### config.mk
export PLATFORM = sky130hd
export DESIGN_NAME = mem_port_arbiter
export DESIGN_NICKNAME = d
export VERILOG_FILES = /design/src/rtl/mem_port_arbiter.sv
export SDC_FILE = /design/constraint.sdc
export NUM_CORES = 1
export LEC_CHECK = 0
export ABC_AREA = 1
export BUFFER_PORTS_ARGS = -buffer_cell sky130_fd_sc_hd__buf_2
export CAP_MARGIN = 5
export CORE_AREA = 8 8 101 103
export CTS_BUF_LIST = sky130_fd_sc_hd__clkbuf_8
export DETAILED_ROUTE_END_ITERATION = 7
export DIE_AREA = 0 0 109 111
export PLACE_DENSITY_LB_ADDON = 0.25
export SLEW_MARGIN = 20
export SYNTH_ARGS = -nofsm -noshare
export SYNTH_HDL_FRONTEND = slang
export SYNTH_SLANG_ARGS = --single-unit
### constraint.sdc
create_clock -name clk -period 1.8 [get_ports clk]
set_input_delay 0.45 -clock clk [delete_from_list [all_inputs] [get_ports clk]]
set_output_delay 0.45 -clock clk [all_outputs]
set_load 0.05 [all_outputs]
### src/rtl/mem_port_arbiter.sv
// mem_port_arbiter: shares one synchronous single-port RAM between the
// instruction-fetch path (i_if_*) and the load/store path (i_ls_*).
// Grants combinationally, drives the RAM command (o_mem_*), and pulses
// o_if_rvalid / o_ls_rvalid one enabled cycle after a read grant.
// Read data (o_*_rdata) is a straight pass-through of i_mem_rdata.
// Optional macro MEM_ARB_ROUND_ROBIN_EN: round-robin instead of
// data-first priority with a fetch starvation limit.
module mem_port_arbiter #(
  parameter int ADDR_WIDTH = 31,
  parameter int DATA_WIDTH = 31,
  parameter int STREAK_MAX = 4
) (
  input  logic                  clk,
  input  logic                  rst,
  input  logic                  clk_en,
  input  logic                  i_if_req,
  input  logic [ADDR_WIDTH:0]   i_if_addr,
  output logic                  o_if_gnt,
  output logic                  o_if_rvalid,
  output logic [DATA_WIDTH:0]   o_if_rdata,
  input  logic                  i_ls_req,
  input  logic                  i_ls_we,
  input  logic [3:0]            i_ls_be,
  input  logic [ADDR_WIDTH:0]   i_ls_addr,
  input  logic [DATA_WIDTH:0]   i_ls_wdata,
  output logic                  o_ls_gnt,
  output logic                  o_ls_rvalid,
  output logic [DATA_WIDTH:0]   o_ls_rdata,
  output logic                  o_mem_en,
  output logic                  o_mem_we,
  output logic [3:0]            o_mem_be,
  output logic [ADDR_WIDTH:0]   o_mem_addr,
  output logic [DATA_WIDTH:0]   o_mem_wdata,
  input  logic [DATA_WIDTH:0]   i_mem_rdata
);

  typedef enum logic [1:0] {
    OWN_NONE = 2'd0,
    OWN_IF   = 2'd1,
    OWN_LS   = 2'd2
  } owner_t;

  owner_t owner_q, owner_d;
  logic   live;
  logic   if_win;

  assign live = clk_en & ~rst;

`ifdef MEM_ARB_ROUND_ROBIN_EN
  logic last_fetch_q;

  assign if_win = ~last_fetch_q;

  always_ff @(posedge clk) begin
    if (rst) begin
      last_fetch_q <= 1'b1;
    end else if (clk_en && (o_if_gnt || o_ls_gnt)) begin
      last_fetch_q <= o_if_gnt;
    end
  end
`else
  localparam logic [3:0] STREAK_LIM = 4'(STREAK_MAX);
  logic [3:0] streak_q;

  assign if_win = (streak_q == STREAK_LIM);

  always_ff @(posedge clk) begin
    if (rst) begin
      streak_q <= '0;
    end else if (clk_en) begin
      if (!i_if_req || o_if_gnt) begin
        streak_q <= '0;
      end else if (o_ls_gnt && (streak_q != STREAK_LIM)) begin
        streak_q <= streak_q + 4'd1;
      end
    end
  end
`endif

  always_comb begin
    o_if_gnt = 1'b0;
    o_ls_gnt = 1'b0;
    if (live) begin
      if (i_if_req && i_ls_req) begin
        o_if_gnt = if_win;
        o_ls_gnt = ~if_win;
      end else begin
        o_if_gnt = i_if_req;
        o_ls_gnt = i_ls_req;
      end
    end
  end

  always_comb begin
    o_mem_we    = 1'b0;
    o_mem_be    = '0;
    o_mem_addr  = '0;
    o_mem_wdata = '0;
    if (o_if_gnt) begin
      o_mem_be   = '1;
      o_mem_addr = i_if_addr;
    end else if (o_ls_gnt) begin
      o_mem_we    = i_ls_we;
      o_mem_be    = i_ls_we ? i_ls_be : 4'b1111;
      o_mem_addr  = i_ls_addr;
      o_mem_wdata = i_ls_wdata;
    end
  end

  assign o_mem_en = o_if_gnt | o_ls_gnt;

  always_comb begin
    owner_d = OWN_NONE;
    if (o_if_gnt) begin
      owner_d = OWN_IF;
    end else if (o_ls_gnt && !i_ls_we) begin
      owner_d = OWN_LS;
    end
  end

  always_ff @(posedge clk) begin
    if (rst) begin
      owner_q <= OWN_NONE;
    end else if (clk_en) begin
      owner_q <= owner_d;
    end
  end

  // Owner is held through clk_en stalls, so the pulse lands on the next
  // enabled cycle; the RAM output is held by the same enable.
  assign o_if_rvalid = live && (owner_q == OWN_IF);
  assign o_ls_rvalid = live && (owner_q == OWN_LS);
  assign o_if_rdata  = i_mem_rdata;
  assign o_ls_rdata  = i_mem_rdata;

endmodule

==> results of run 1 <==
power groups by stage:
stage | Sequential, uW | Clock (uW) | Combinational, uW
after global placement | 142 | 0 | 658
after detailed placement | 143 | 0 | 663
after global routing | 141 | 216 | 903
final | 141 | 206 | 856
after CTS | 141 | 213 | 814
after floorplan | 143 | 0 | 800
timing repair:
action                     CTS  global route
buffers inserted             5             4
pin swaps                    8             9
gates resized for setup    160            55
setup endpoints to repair   71            71
gates cloned                 3             4
per-layer routing:
metal  global-route usage [%]  vias up
li1                         -     1153
met1                     11.9     1045
met2                     24.2       97
met3                     2.97       18
met4                     2.83        0
met5                        0        -
cells in the mapped netlist, drive strengths merged:
| master | instances |
|---|---|
| buf | 77 |
| xor2 | 2 |
| a21oi | 1 |
| nand3 | 38 |
| nor3 | 1 |
| dfxtp | 6 |
| inv | 37 |
| nand2 | 92 |
| ha | 2 |
| nor2 | 47 |
| o21ai | 6 |
| o211ai | 1 |
through the flow:
| step | worst slack [ns] | hold WS [ns] | util (%) | area, um^2 | TNS (ns) |
|---|---|---|---|---|---|
| detailed placement | -0.286 | 0.462 | 34.2 | 2920 | -12.87 |
| finish | -0.284 | 0.469 | 45.8 | 3920 | -15.48 |
| CTS | -0.313 | 0.468 | 42.6 | 3640 | -17.23 |
| floorplan | -0.277 | 0.437 | - | 2230 | -1.96 |
| global placement | -0.280 | 0.453 | 34.2 | 2920 | -12.33 |
| global route | -0.342 | 0.504 | 45.8 | 3920 | -20.11 |
registers in the layout, indices dropped and copies added, names as in the netlist:
register	count
owner_q	2
streak_q	4
logic make-up (layout without fill, tap and decap cells):
logic type,after synthesis,count (layout),synth area share [%]
AOI/OAI and AO/OA,8,8,2.75
xor gates and xnor gates,2,2,1.04
adders and majority gates,2,2,1.48
buffers and inverters,114,255,42.5
DFF,6,6,7.13
and+or+nand+nor,178,178,45.1
worst register-to-register path: stages (launching register included):
cell,delay (ns)
dfxtp_2,0.31
inv_2,0.06
ha_4,0.15
nand3_4,0.07
o21ai_4,0.18
buf_12,0.14
buf_12,0.12
nand2_4,0.10
buf_4,0.16
nand2_1,0.15
nor2_1,0.06
how the worst min path moves through the flow:
stage,slack [ns],to,start
after global routing,0.50,owner_q[1],owner_q[1]
after CTS,0.47,owner_q[1],owner_q[1]
after global placement,0.45,owner_q[1],owner_q[1]
after detailed placement,0.46,owner_q[1],owner_q[1]
after floorplan,0.44,owner_q[1],owner_q[1]
final,0.47,owner_q[1],owner_q[1]
area by class of cell:
type,instances,area [um^2],area share [%]
tap,108,135,3.45
multi-input combinational,190,1520,38.7
sequential,6,123,3.13
inverter,37,146,3.74
clock buffer,3,41.3,1.05
timing repair buffer,215,1960,49.9
==> metrics.md, run 1 <==
| Metric | Value |
|---|---|
| Final Max Tran Viols | `0` |
| Cell Pwr Density | `307 nW/um^2` |
| Width of the chip | `109 um` |
| Slowest cell delay on critical path | `0.31 ns` |
| Arr. time, crit path | `1.63 ns` |
| Peak supply drop | `0.294 mV` |
| Io pins | `276` |
| Int Power | `649 uW` |
| Setup crit end | `o_mem_addr[29]` |
| Largest net degree at the start of global routing | `34` |
| Overall power | `1200 uW` |
| Reg clk slew, reported paths | `0.04 ns` |
| Most frequent cells in the layout | `108 x buf_2, 43 x nand2_1, 35 x buf_8, 31 x inv_1, 30 x buf_6` |
| Mapped Avg Cell Area | `5.44 um^2` |
| Core area | `8550 um^2` |
| Critical Path RT | `1.35 ns` |
| Max Cap Viol | `0` |
| WP depth | `9` |
| Most common cell after layout, fill and taps aside | `buf_2` |
| Vias per inst | `4.14` |
| Reg power frac | `11.7%` |
| Synth top area share | `29.8%` |
| Dpl hpwl | `6300 um` |
| Final hold vios | `0` |
| Least-Margin Pin Slew | `0.271 ns` |
| Vias in the first global route | `2443` |
| Clk buf depth | `2` |
| Final ANT Viol Nets | `0` |
| Fraction of layout cells with a size suffix above 1 | `71.4%` |
| Yosys top cell by area | `buf_4` |
| Highest routed layer | `met4` |
| FF-to-FF setup slack | `0.18 ns` |
| Mapped Area | `1690 um^2` |
| Fin worst setup slack | `-0.284 ns` |
| Die Y | `111 um` |
| Critical Path Source Type | `flop` |
| Post-synthesis cell count | `310` |
| # setup viols final | `71` |
| CTS tree | `done` |
| Syn nets | `450` |
| Non-Filler Instances | `559` |
| Area delta synth->final | `133%` |
| Register area share after synthesis | `7.13%` |
| Crit. Startpoint | `streak_q[1]` |
| DRC Markers | `0` |
| Met2 routed WL | `4580 um` |
| Met1 WL | `2910 um` |
| Clk Latency, worst-skew pair | `0.23 ns` |
| Clock Power Share | `17.2%` |
| FP Rows | `34` |
| Capturing point of the worst reg2reg path | `streak_q[1]` |
| Worst Reg-to-Reg Cells | `10` |
| Placed cells | `542` |
| Worst hold stages | `2` |
| Relative slew slack | `82.1%` |
| Initial core utilization | `19.7%` |
| First-pass GRT wire length | `12200 um` |
| CTS Buf Count | `3` |
| Register bit total from synthesis | `6` |
| Status | `finished with violations` |
| DIE AREA | `12100 um^2` |
| Met3 wire len | `849 um` |
| Total Nets Final | `593` |
| Failing checks | `negative setup slack` |
| Final Cycle Share | `116%` |
| Most area-consuming cells after synthesis | `buf_4 30%, nand2_1 18%, nand3_1 11%, nor2_1 10%, inv_1 8.0%` |
| Post-synth cell types | `20` |
| Ys Warns | `0` |
| GRT Resource Usage Total | `12.2%` |
| Port Buffers | `179` |
| Ant diodes | `0` |
| CTS Sinks | `6` |
| Min Tclk post-route | `2.08 ns` |
| H-tree lvl count | `1` |
| Unrepaired setup endpoints after global routing | `true` |
| Slowest-stage cell, CP | `dfxtp_2` |
| Crit Path Category | `reg -> out` |
| CP Max Fanout | `6` |
| Drt pass-1 iters | `4` |
| CP bufs+invs | `4` |
| Initial antenna violation count | `0` |
| Crit. End Element | `output pin` |
| Vias | `2313` |
| NetSw | `554 uW` |
| Sw Ratio | `46.1%` |
| Most used cell along the critical path | `buf_12` |
| Combinational share of power | `71.1%` |
| Routed WL per cell | `15.1 um` |
| Total wire length | `8410 um` |
| Hold Buf Count CTS | `0` |
| P_leak | `0.00195 uW` |
| Worst hold-check path type | `reg -> reg` |
| Max frequency | `480 MHz` |
| Routability Congestion | `0.797` |
| Grt ovf | `0` |
| Crit path max-delay family | `buffers and inverters` |
| Filler instances | `849` |
| Worst reg2reg startpoint | `streak_q[1]` |
| Worst path cell trace | `inv_2, ha_4, nand3_4, o21ai_4, buf_12, buf_12, nand3_2, nand2_8, buf_8` |
| Initial DRC Count | `65` |
| Root buffer cell | `clkbuf_8` |
| Clock Skews | `0.00137 ns` |
Note: power is estimated with default switching activity, not from simulation.
==> inputs of run 2 (changes only) <==
CELL_PAD_IN_SITES_DETAIL_PLACEMENT = 1   (was default)
CELL_PAD_IN_SITES_GLOBAL_PLACEMENT = 1   (was default)
CORE_AREA = default   (was 8 8 101 103)
CORE_MARGIN = 8   (was default)
CORE_UTILIZATION = 15   (was default)
DIE_AREA = default   (was 0 0 109 111)
==> run 2 against run 1 <==
Compared with the run above:
- the flow still finishes with violations (negative setup slack)
- routed wire length is 19% higher
- clock power is 2% lower
- sequential share of layout area is 0.29 points lower
- utilization is 6.1 points lower
- power is 6.6% higher
- clock skew is 0.0026 ns higher
- critical path type unchanged
- critical endpoint is now o_mem_addr[18]
- largest cell class unchanged
- highest routed layer unchanged
==> metrics.md, run 2 (same netlist as run 1, synthesis figures left out) <==
| Metric | Value |
|---|---|
| Peak supply drop | `0.481 mV` |
| Int Power | `691 uW` |
| Worst hold stages | `2` |
| CTS tree | `done` |
| Reg power frac | `11.0%` |
| Least-Margin Pin Slew | `0.278 ns` |
| Initial DRC Count | `55` |
| Critical Path Source Type | `flop` |
| Total Nets Final | `602` |
| Status | `finished with violations` |
| Initial antenna violation count | `0` |
| FP Rows | `38` |
| Fin worst setup slack | `-0.313 ns` |
| Hold Buf Count CTS | `0` |
| First-pass GRT wire length | `15000 um` |
| Initial core utilization | `15.5%` |
| Max Cap Viol | `0` |
| Clk Latency, worst-skew pair | `0.22 ns` |
| Met1 Track Usage GR | `12.7%` |
| Most common cell after layout, fill and taps aside | `buf_2` |
| Unrepaired setup endpoints after global routing | `true` |
| Worst path cell trace | `inv_2, ha_4, nand3_4, o21ai_4, buf_12, buf_12, buf_16, nand3_2, nand2_2, buf_8` |
| Fraction of layout cells with a size suffix above 1 | `76.1%` |
| Slowest cell delay on critical path | `0.31 ns` |
| # setup viols final | `71` |
| Port Buffers | `179` |
| Slowest-stage cell, CP | `dfxtp_2` |
| Vias per inst | `4.04` |
| Largest net degree at the start of global routing | `21` |
| Final ANT Viol Nets | `0` |
| Global route hottest layer | `met2` |
| Width of the chip | `122 um` |
| Routability Congestion | `0.776` |
| Overall power | `1280 uW` |
| Most used cell along the critical path | `buf_12` |
| Grt met2 use | `26.0%` |
| WHS | `0.464 ns` |
| Placed cells | `576` |
| Filler instances | `1256` |
| Non-Filler Instances | `600` |
| Top Registers | `streak_q x4, owner_q x2` |
| Final Cycle Share | `117%` |
| CTS Sinks | `6` |
| Total wire length | `10000 um` |
| Most frequent cells in the layout | `108 x buf_2, 47 x nand2_1, 43 x buf_8, 34 x nor2_4, 34 x buf_6` |
| Cell Pwr Density | `296 nW/um^2` |
| H-tree lvl count | `1` |
| Root buffer cell | `clkbuf_8` |
| Clock Power Share | `15.7%` |
| Crit path max-delay family | `buffers and inverters` |
| Vias | `2423` |
| Final Max Tran Viols | `0` |
| M3 GR Usage | `2.04%` |
| Final hold vios | `0` |
| DRC Markers | `0` |
| Min Tclk post-route | `2.11 ns` |
| WP depth | `10` |
| Die Y | `122 um` |
| CTS Buf Count | `3` |
| Relative slew slack | `81.6%` |
| Area delta synth->final | `157%` |
| DIE AREA | `14900 um^2` |
| Core area | `10900 um^2` |
| Crit. End Element | `output pin` |
| Grt ovf | `0` |
| Max frequency | `473 MHz` |
| Combinational share of power | `73.3%` |
| Io pins | `276` |
| Failing checks | `negative setup slack` |
| Worst Reg-to-Reg Cells | `11` |
| Crit Path Category | `reg -> out` |
| Vias in the first global route | `2835` |
| Worst hold-check path type | `reg -> reg` |
| Reg clk slew, reported paths | `0.04 ns` |
| Biggest register | `streak_q` |
| NetSw | `591 uW` |
| Largest register FFs | `4` |
| Arr. time, crit path | `1.66 ns` |
| P_leak | `0.00203 uW` |
| Ant diodes | `0` |
| CP Max Fanout | `6` |
| CP bufs+invs | `5` |
| Critical Path RT | `1.35 ns` |
| Clk buf depth | `2` |
| Drt pass-1 iters | `4` |
| Clock Skews | `0.00399 ns` |
| Sw Ratio | `46.1%` |
| Pre-CTS setup slack | `-0.318 ns` |
| GRT Resource Usage Total | `12.6%` |
| Dpl hpwl | `7440 um` |
| Routed WL per cell | `16.7 um` |
-- run 2: worst paths after layout --
kind                                        to         from  slack (ns)
worst min register to register      owner_q[1]   owner_q[1]        0.46
worst max-delay path            o_mem_addr[18]  streak_q[0]       -0.31
worst max register to register     streak_q[2]  streak_q[0]        0.12
worst min-delay path                owner_q[1]   owner_q[1]        0.46
-- run 2: layout make-up --
cell class	count	area, um^2	area share, %
timing repair buffer	224	2160	49.9
tap	140	175	4.05
multi-input combinational	190	1680	38.8
inverter	37	149	3.44
clock buffer	3	41.3	0.955
sequential	6	123	2.83
-- run 2: power groups by stage --
stage	logic, uW	registers, uW	clock network [uW]
finish	940	141	201
global route	992	141	219
CTS	927	141	211
detailed placement	674	143	0
global placement	665	143	0
floorplan	800	143	0
-- run 2: what timing repair did --
item	4_1_cts	5_1_grt
buffers inserted	12	2
gates resized for setup	227	43
pin swaps	9	24
endpoints found under the setup margin	71	71
gates cloned	9	1
-- run 2: per-layer routing --
metal	part of all wire, %	routed length [um]
met1	35	3470
met2	58	5840
met3	6.0	603
met4	1.2	117
met5	0	0
-- run 2: worst min-delay path: stages (launching register included) --
cell and delay, ns:
dfxtp_1 0.30, nand2_1 0.06, a21oi_1 0.06
-- run 2: metrics by stage --
stage / utilization (%) / instance area (um^2) / setup TNS, ns
after floorplan: - / 2230 / -1.96
after global placement: 27.2 / 2960 / -12.58
after detailed placement: 27.2 / 2960 / -13.74
after CTS: 38.4 / 4180 / -17.80
after global routing: 39.7 / 4330 / -22.86
final: 39.7 / 4330 / -17.73
==> inputs of run 3 (changes only) <==
SETUP_SLACK_MARGIN = 0.15   (was default)
SKIP_CTS_REPAIR_TIMING = 1   (was default)
==> run 3 against run 2 <==
Compared with the run above:
- the flow still finishes with violations (negative setup slack)
- via count increased by 0.29%
- cell count decreased by 1.2%
- combinational power increased by 4.4%
- critical path depth decreased by 1
==> metrics.md, run 3 (same netlist as run 1, synthesis figures left out) <==
| Metric | Value |
|---|---|
| Total Nets Final | `595` |
| CTS Sinks | `6` |
| Clock Skews | `0.00146 ns` |
| Grt ovf | `0` |
| Ant diodes | `0` |
| Critical Path RT | `1.35 ns` |
| CP Max Fanout | `6` |
| Dpl hpwl | `7600 um` |
| Status | `finished with violations` |
| Routability Congestion | `0.735` |
| Vias | `2430` |
| CTS tree | `done` |
| Pre-CTS setup slack | `-0.383 ns` |
| H-tree lvl count | `1` |
| Crit Path Category | `reg -> out` |
| Crit. Startpoint | `streak_q[0]` |
| Critical Path Source Type | `flop` |
| Die Y | `122 um` |
| Initial antenna violation count | `0` |
| P_leak | `0.00209 uW` |
| Arr. time, crit path | `1.66 ns` |
| Reg clk slew, reported paths | `0.04 ns` |
| Max frequency | `473 MHz` |
| Total wire length | `9950 um` |
| Largest register FFs | `4` |
| Final Max Tran Viols | `0` |
| # setup viols final | `71` |
| Fraction of layout cells with a size suffix above 1 | `81.9%` |
| Filler instances | `1237` |
| Routed WL per cell | `16.8 um` |
| Most frequent cells in the layout | `104 x buf_2, 43 x buf_6, 37 x nor2_4, 34 x nand2_4, 31 x inv_1` |
| Least-Margin Pin Slew | `0.346 ns` |
| Initial core utilization | `15.5%` |
| Failing checks | `negative setup slack` |
| Dpl cell area | `3390 um^2` |
| FF-to-FF setup slack | `0.16 ns` |
| Io pins | `276` |
| Max Cap Viol | `0` |
| GRT Resource Usage Total | `10.6%` |
| Area delta synth->final | `173%` |
| Fin worst setup slack | `-0.313 ns` |
| Min Tclk post-route | `2.11 ns` |
| Final hold vios | `0` |
| DRC Markers | `0` |
| First-pass GRT wire length | `12800 um` |
| Drt pass-1 iters | `3` |
| Unrepaired setup endpoints after global routing | `true` |
| Clk Latency, worst-skew pair | `0.23 ns` |
| Initial DRC Count | `61` |
| CTS Buf Count | `3` |
| Capturing point of the worst reg2reg path | `streak_q[2]` |
| Biggest register | `streak_q` |
| Top Registers | `streak_q x4, owner_q x2` |
| Peak supply drop | `0.176 mV` |
| Width of the chip | `122 um` |
| Cell Pwr Density | `289 nW/um^2` |
| Worst hold-check path type | `reg -> reg` |
| Worst reg2reg startpoint | `streak_q[0]` |
| Clk buf depth | `2` |
| Root buffer cell | `clkbuf_8` |
| Core area | `10900 um^2` |
| FP Rows | `38` |
| Crit. End Element | `output pin` |
| Largest net degree at the start of global routing | `21` |
| Most common cell after layout, fill and taps aside | `buf_2` |
| Port Buffers | `179` |
| Final ANT Viol Nets | `0` |
| Vias per inst | `4.10` |
| Setup crit end | `o_mem_addr[25]` |
| Final instance area | `4610 um^2` |
| Vias in the first global route | `2575` |
| Final Cycle Share | `117%` |
| DIE AREA | `14900 um^2` |
| Worst Reg-to-Reg Cells | `11` |
| Relative slew slack | `76.8%` |
## run 3: cell count changes in the layout (fill, tap and decap cells not counted), sizes merged
cell,before,now
clkinv,0,1
buf,223,211
clkbuf,4,9
inv,37,35
clkinvlp,0,1
## run 3: stage by stage
step	utilization, %	TNS (ns)	hold slack [ns]	cells	total power [uW]
finish	42.3	-17.60	0.464	593	1330
global route	42.3	-22.63	0.484	593	1410
CTS	31.5	-29.60	0.470	580	1120
detailed placement	31.1	-21.12	0.464	577	896
global placement	31.1	-19.69	0.463	577	884
floorplan	-	0	0.437	310	996
## run 3: final cells by class
cell class                 instances  area [um^2]  area share, %
timing repair buffer             217         2070           44.9
multi-input combinational        190         2030           44.0
tap                              140          175           3.80
inverter                          37          171           3.72
sequential                         6          123           2.66
clock buffer                       3         41.3          0.896
## run 3: worst min-delay path by stage
| stage | start | end | slack, ns | cells past startpoint |
|---|---|---|---|---|
| 6_report | owner_q[1] | owner_q[1] | 0.46 | 2 |
| 5_1_grt | owner_q[1] | owner_q[1] | 0.48 | 2 |
| 4_1_cts | owner_q[1] | owner_q[1] | 0.47 | 2 |
| 3_5_place_dp | owner_q[1] | owner_q[1] | 0.46 | 2 |
| 3_3_place_gp | owner_q[1] | owner_q[1] | 0.46 | 2 |
| 2_1_floorplan | owner_q[1] | owner_q[1] | 0.44 | 2 |
## run 3: power breakdown
group          switching, uW  leakage [uW]  internal, uW  total (uW)
combinational            567       0.00202           414         981
sequential              3.37     0.0000496           138         142
clock                   66.6     0.0000216           144         211
total                    637       0.00209           697        1330
## run 3: critical path, cell delays in order (launching register included)
cell       delay (ns)
dfxtp_2          0.32
inv_2            0.07
ha_4             0.14
nand3_4          0.07
o21ai_4          0.14
buf_12           0.17
clkbuf_16        0.17
nand3_2          0.11
nand2_8          0.10
buf_8            0.14
## run 3: layer usage
layer  vias up  GRT usage [%]  routed length [um]
li1       1160              -                   -
met1      1131           10.9                3330
met2       124           20.1                5680
met3        15           3.19                 834
met4         0           2.62                 103
met5         -              0                   0
